[config.mk]
export PLATFORM = sky130hd
export DESIGN_NAME = decode_ctrl_stage
export DESIGN_NICKNAME = d
export VERILOG_FILES = /design/src/rtl/decode_pkg.sv /design/src/rtl/rv_decode.sv /design/src/rtl/decode_ctrl_stage.sv
export SDC_FILE = /design/constraint.sdc
export NUM_CORES = 1
export LEC_CHECK = 0
export CAP_MARGIN = 30
export CELL_PAD_IN_SITES_DETAIL_PLACEMENT = 0
export CELL_PAD_IN_SITES_GLOBAL_PLACEMENT = 1
export CORE_UTILIZATION = 34
export CTS_BUF_LIST = sky130_fd_sc_hd__clkbuf_2 sky130_fd_sc_hd__clkbuf_4 sky130_fd_sc_hd__clkbuf_8
export DETAILED_ROUTE_END_ITERATION = 8
export PLACE_DENSITY = 0.76
export SLEW_MARGIN = 30
export SYNTH_ARGS = -nofsm -noshare
export SYNTH_HDL_FRONTEND = slang
export SYNTH_HIERARCHICAL = 1
export SYNTH_SLANG_ARGS = --single-unit
[constraint.sdc]
create_clock -name clk -period 2.1 [get_ports clk]
set_input_delay 0.42 -clock clk [delete_from_list [all_inputs] [get_ports clk]]
set_output_delay 0.42 -clock clk [all_outputs]
set_load 0.02 [all_outputs]
[src/rtl/decode_pkg.sv]
// decode_pkg: RV32I opcode, control-word and funct7 constants shared by the decode stage.
package decode_pkg;
    localparam logic [4:0] OP_LOAD    = 5'b00000;
    localparam logic [4:0] OP_STORE   = 5'b01000;
    localparam logic [4:0] OP_BRANCH  = 5'b11000;
    localparam logic [4:0] OP_JALR    = 5'b11001;
    localparam logic [4:0] OP_JAL     = 5'b11011;
    localparam logic [4:0] OP_ARITH_I = 5'b00100;
    localparam logic [4:0] OP_ARITH_R = 5'b01100;
    localparam logic [4:0] OP_AUIPC   = 5'b00101;
    localparam logic [4:0] OP_LUI     = 5'b01101;
    localparam logic [4:0] OP_SYSTEM  = 5'b11100;
    localparam logic [4:0] OP_FENCE   = 5'b00011;

    localparam int MUXSEL_HI = 10;
    localparam int MUXSEL_LO = 9;
    localparam int JAL       = 8;
    localparam int BRANCH    = 7;
    localparam int MEMREAD   = 6;
    localparam int MEMTOREG  = 5;
    localparam int ALUOP_HI  = 4;
    localparam int ALUOP_LO  = 3;
    localparam int MEMWRITE  = 2;
    localparam int ALUSRC    = 1;
    localparam int REGWRITE  = 0;

    localparam logic [10:0] CTRL_LOAD    = 11'b00_0011_00_011;
    localparam logic [10:0] CTRL_STORE   = 11'b00_0001_00_110;
    localparam logic [10:0] CTRL_BRANCH  = 11'b00_0100_01_000;
    localparam logic [10:0] CTRL_JUMP    = 11'b01_1000_00_011;
    localparam logic [10:0] CTRL_ARITH_I = 11'b00_0000_10_011;
    localparam logic [10:0] CTRL_ARITH_R = 11'b00_0000_10_001;
    localparam logic [10:0] CTRL_AUIPC   = 11'b10_0000_00_011;
    localparam logic [10:0] CTRL_LUI     = 11'b11_0000_11_011;

    localparam logic [6:0] FUNCT7_M = 7'b0000001;

    typedef enum logic {RUN, DIV_WAIT} div_state_t;

    // DIV/DIVU/REM/REMU all have funct3[2] set; MUL variants do not
    function automatic logic is_div(input logic mext, input logic [2:0] funct3);
        return mext & funct3[2];
    endfunction
endpackage

[src/rtl/rv_decode.sv]
// rv_decode: combinational RV32I(+M) decoder producing the control word and qualifiers.
module rv_decode
    import decode_pkg::*;
#(
    parameter bit ENABLE_M = 1'b1
) (
    input  logic [31:0] instr,
    output logic [10:0] ctrl,
    output logic        sign,
    output logic        itype,
    output logic        rtype,
    output logic        mext,
    output logic        illegal,
    output logic        uses_rs1,
    output logic        uses_rs2
);
    logic [4:0]  op;
    logic [2:0]  f3;
    logic [10:0] raw;
    logic        known;
    logic        m_enc;

    assign op    = instr[6:2];
    assign f3    = instr[14:12];
    assign itype = op == OP_ARITH_I;
    assign rtype = op == OP_ARITH_R;
    assign m_enc = rtype && instr[31:25] == FUNCT7_M;
    assign mext  = m_enc & ENABLE_M;

    always_comb begin
        raw   = '0;
        known = 1'b1;
        case (op)
            OP_LOAD:            raw = CTRL_LOAD;
            OP_STORE:           raw = CTRL_STORE;
            OP_BRANCH:          raw = CTRL_BRANCH;
            OP_JALR, OP_JAL:    raw = CTRL_JUMP;
            OP_ARITH_I:         raw = CTRL_ARITH_I;
            OP_ARITH_R:         raw = CTRL_ARITH_R;
            OP_AUIPC:           raw = CTRL_AUIPC;
            OP_LUI:             raw = CTRL_LUI;
            OP_SYSTEM, OP_FENCE: raw = '0;
            default:            known = 1'b0;
        endcase
    end

    // low bits other than 11 are compressed-format encodings, which this core cannot decode
    assign illegal  = !known || instr[1:0] != 2'b11 || (m_enc && !ENABLE_M);
    assign ctrl     = illegal ? '0 : raw;
    assign sign     = (op == OP_BRANCH && f3[2:1] == 2'b11) ||
                      (op == OP_LOAD && f3[2:1] == 2'b10) ||
                      (itype && f3 == 3'b011) ||
                      (rtype && f3 == 3'b011 && !instr[30] && !mext);
    assign uses_rs1 = !(op inside {OP_LUI, OP_AUIPC, OP_JAL, OP_FENCE, OP_SYSTEM});
    assign uses_rs2 = op inside {OP_BRANCH, OP_STORE, OP_ARITH_R};
endmodule

[src/rtl/decode_ctrl_stage.sv]
// decode_ctrl_stage: registered decode/control stage with load-use bubble, flush and divider stall.
module decode_ctrl_stage
    import decode_pkg::*;
#(
    parameter bit ENABLE_M   = 1'b1,
    parameter int DIV_CYCLES = 32
) (
    input  logic        clk,
    input  logic        rst,
    input  logic        flush,
    input  logic        in_valid,
    input  logic [31:0] in_instr,
    output logic        in_ready,
    input  logic        out_ready,
    output logic        out_valid,
    output logic [10:0] out_ctrl,
    output logic        out_sign,
    output logic        out_itype,
    output logic        out_rtype,
    output logic        out_mext,
    output logic        out_illegal,
    output logic [4:0]  out_rs1,
    output logic [4:0]  out_rs2,
    output logic [4:0]  out_rd,
    output logic [2:0]  out_funct3,
    output logic        div_busy
);
    localparam int CW = $clog2(DIV_CYCLES + 1);

    logic [10:0]   ctrl;
    logic          sign, itype, rtype, mext, illegal, uses_rs1, uses_rs2;
    logic          hazard, accept, handoff;
    div_state_t    state;
    logic [CW-1:0] cnt;

    rv_decode #(.ENABLE_M(ENABLE_M)) u_dec (
        .instr    (in_instr),
        .ctrl     (ctrl),
        .sign     (sign),
        .itype    (itype),
        .rtype    (rtype),
        .mext     (mext),
        .illegal  (illegal),
        .uses_rs1 (uses_rs1),
        .uses_rs2 (uses_rs2)
    );

    // a load still in the register cannot forward to a consumer entering behind it
    assign hazard   = in_valid & out_valid & out_ctrl[MEMREAD] & (out_rd != 5'd0) &
                      ((uses_rs1 & (in_instr[19:15] == out_rd)) | (uses_rs2 & (in_instr[24:20] == out_rd)));
    assign div_busy = state == DIV_WAIT;
    assign in_ready = !flush & !div_busy & !hazard & (!out_valid | out_ready);
    assign accept   = in_valid & in_ready;
    assign handoff  = out_valid & out_ready;

    always_ff @(posedge clk) begin
        if (rst) begin
            out_valid   <= 1'b0;
            out_ctrl    <= '0;
            out_sign    <= 1'b0;
            out_itype   <= 1'b0;
            out_rtype   <= 1'b0;
            out_mext    <= 1'b0;
            out_illegal <= 1'b0;
            out_rs1     <= '0;
            out_rs2     <= '0;
            out_rd      <= '0;
            out_funct3  <= '0;
            state       <= RUN;
            cnt         <= '0;
        end else if (flush) begin
            out_valid <= 1'b0;
            state     <= RUN;
            cnt       <= '0;
        end else begin
            if (handoff && is_div(out_mext, out_funct3)) begin
                state <= DIV_WAIT;
                cnt   <= CW'(DIV_CYCLES);
            end else if (state == DIV_WAIT) begin
                cnt   <= cnt - 1'b1;
                state <= cnt == CW'(1) ? RUN : DIV_WAIT;
            end
            if (accept) begin
                out_valid   <= 1'b1;
                out_ctrl    <= ctrl;
                out_sign    <= sign;
                out_itype   <= itype;
                out_rtype   <= rtype;
                out_mext    <= mext;
                out_illegal <= illegal;
                out_rs1     <= in_instr[19:15];
                out_rs2     <= in_instr[24:20];
                out_rd      <= in_instr[11:7];
                out_funct3  <= in_instr[14:12];
            end else if (handoff) begin
                out_valid <= 1'b0;
            end
        end
    end
endmodule

==> out/results.tsv <==
stage	metric	value	unit
floorplanning	die area	0.009208	sq mm
worst_setup_path	crit end category	output port	
outcome	status	finished, violations left	
place	DP Area	0.004081	sq mm
sta	RSZ-0062 raised after global routing	yes	
floorplanning	Top Ports	74	
logic_synthesis	Post-Syn Area	0.003002	sq mm
sta	Max-slew headroom	60.49	%
grt	GRT Util Overall	19.01	%
detailed_routing	WL final	8509	microns
detailed_routing	# DRC	0	
sta	Final min period	2.137	ns
logic_synthesis	distinct cell type count after synthesis	45	
sta	final setup margin	-0.03661	ns
logic_synthesis	number of synthesis warnings	6	
clock_tree	Reg clk slew, reported paths	0.09	ns
logic_synthesis	syn avg cell area	8.408	sq um
detailed_routing	drt pass-1 iters	4	
finish	Layout area overhead	43.06	%
power_and_ir_drop	pwr dens	512.5	mW/mm^2
grt	grt total ovfl	0	
logic_synthesis	Post-synth ARST share	0	%
detailed_routing	Final ANT Viol Nets	0	
floorplanning	Initial Util	35.81	%
logic_synthesis	dominant synthesized flop cell	dfxtp_1	
logic_synthesis	number of flops mapped to enable cells by yosys	0	
finish	most common cell after layout, fill and taps aside	nor3b_1	
sta	Fmax achieved	468.0	MHz
clock_tree	Num CTS Buffers	5	
detailed_routing	Via-to-Cell Ratio	5.431	
place	RD Place Congestion	0.7777	
finish	Finished Cell Area	0.004294	sq mm
floorplanning	Core Box Area	0.008382	sq mm
detailed_routing	DR vias	3025	
sta	Slew Limit Fails	0	
sta	# setup viols final	1	
logic_synthesis	Synth Register Bits	42	
clock_tree	H-tree Lvls	2	
detailed_routing	First DRT Iteration DRCs	96	
power_and_ir_drop	total power	2.201	mW
floorplanning	Die X	95.96	microns
sta	setup TNS	-0.03661	ns
grt	pin count of the biggest net entering global routing	67	
clock_tree	CTS Buffer Depth	2	
flow_run	max capacitance violation total	0	
sta	Final Cycle Share	101.7	%
finish	fin nets	490	
worst_setup_path	CP required	1.68	ns
clock_tree	CTS tree	built	
clock_tree	Hold-fix buffers, CTS	0	
floorplanning	FP Rows	33	
grt	vias in the first global route	2774	
logic_synthesis	post-synthesis sequential area ratio	28.01	%
worst_setup_path	Critical Path Start Type	flip-flop	
worst_hold_path	worst hold path class	reg -> reg	
sta	final hold vios	0	
detailed_routing	routed len/inst	15.28	microns
sta	worst slew pin tran	0.5926	ns
floorplanning	Die Height	95.96	microns
grt	first-pass GRT wire length	13600	microns
worst_setup_path	CP Max Fanout	2	
clock_tree	worst skew pair latency	0.30	ns
worst_setup_path	type of the worst setup path	reg -> out	
sta	Fin Hold WS	0.4995	ns
place	Final HPWL DP	6006	microns
worst_setup_path	CP Data Arrival Time	1.72	ns
sta	worst clock skew	0.007259	ns
finish	commonest cells after routing, fill and taps aside	nor3b_1, clkdlybuf4s50_1, nand2_1, buf_4, dfxtp_1	
finish	Core Util, Final	51.23	%
logic_synthesis	Syn Inst Count	357	
clock_tree	root buffer cell	clkbuf_8	
power_and_ir_drop	Leakage	1.547	nW
power_and_ir_drop	Max VDD drop	0.3507	mV
finish	Antenna diodes	0	
outcome	violated checks	negative setup slack	
clock_tree	TritonCTS Sinks	42	
grt	initial antenna violation count	0	
finish	ratio of cells with drive above 1 in the final layout	20.80	%
logic_synthesis	Synthesized Nets	396	
place	port bufs	73	
## path summary, 6_finish.rpt
kind / startpoint / to / slack [ns] / cells after the start
worst max-delay path: out_rd[0] / in_ready / -0.04 / 5
worst min-delay path: cnt[1] / cnt[1] / 0.50 / 2
worst max register to register: out_rd[0] / out_rs2[4] / 0.13 / 6
worst min register to register: cnt[1] / cnt[1] / 0.50 / 2
## cell families (layout without fill, tap and decap cells)
group | Yosys count | after routing | share of synthesized area (%)
flops | 42 | 42 | 28.01
compound gates | 58 | 58 | 15.30
buf+inv | 38 | 133 | 6.752
simple gates | 168 | 168 | 33.26
mux | 35 | 35 | 11.75
xor+xnor | 14 | 14 | 4.085
fa+ha+maj | 2 | 2 | 0.8335
## registers in the layout, indices dropped and copies added (netlist names)
signal / count
out_valid: 1
out_illegal: 1
out_funct3: 3
out_itype: 1
div_busy: 1
cnt: 6
out_rs1: 5
out_rd: 5
out_ctrl: 11
out_mext: 1
out_rs2: 5
out_rtype: 1
out_sign: 1
## routing by layer
metal,up-vias,wire length (microns),track usage (%)
li1,1508,-,-
met1,1449,4055,24.66
met2,59,4018,32.08
met3,9,340,4.028
met4,0,95,4.602
met5,-,0,0
## report_power, final
| part | leakage (nW) | internal, mW | switching (mW) |
|---|---|---|---|
| clock network | 0.0683 | 0.477 | 0.314 |
| logic | 1.13 | 0.282 | 0.259 |
| registers | 0.344 | 0.834 | 0.0350 |
| total | 1.55 | 1.59 | 0.607 |
## per-stage QoR
stage               instances  setup WS [ns]
finish                    557       -0.03661
global route              557       -0.09991
CTS                       557       -0.05256
detailed placement        547        -0.8979
global placement          547        -0.8879
floorplan                 357        0.02206
## area by class of cell
class                   count  area, sq um
clock buffers               5        68.82
clock inverters             3        68.82
fillers                   814         4088
inverters                   4        15.01
multi-input cells         277         2059
flip-flops and latches     42        848.3
well taps                 105        131.4
repair buffers            121         1102
## worst max-delay path, cell delays in order (launching register included)
cell,delay (ns)
dfxtp_2,0.34
or4_4,0.54
o211ai_4,0.22
nor2b_4,0.07
a21oi_4,0.12
buf_6,0.12
## Yosys cell counts, types with 2 or more instances
master    count  share of area [%]
xnor2_1      13                3.8
mux2_2        2               0.75
ha_1          2               0.83
buf_4         6                1.5
nand4_1       5                1.0
a21oi_1      10                1.7
o22ai_1       2               0.42
mux2i_1      33                 11
buf_6         4                1.5
nor2b_1       2               0.42
buf_2         6                1.0
nor4_1        2               0.42
nor3b_1      67                 17
or4_1         2               0.50
nand2b_1      5                1.0
clkbuf_1     18                2.3
a32oi_1      34                9.9
and2_1        2               0.42
nor3_1        6                1.0
inv_1         3               0.38
dfxtp_1      42                 28
nand2_1      47                5.9
o21ai_0       4               0.67
nand3_1       4               0.67
nor2_1       16                2.0
## repair_timing
action / in CTS / in global routing
pin swaps: 10 / 6
buffers inserted: 2 / 0
gates resized for setup: 49 / 9
setup endpoints to repair: 34 / 34
(Power assumes the default switching activity.)
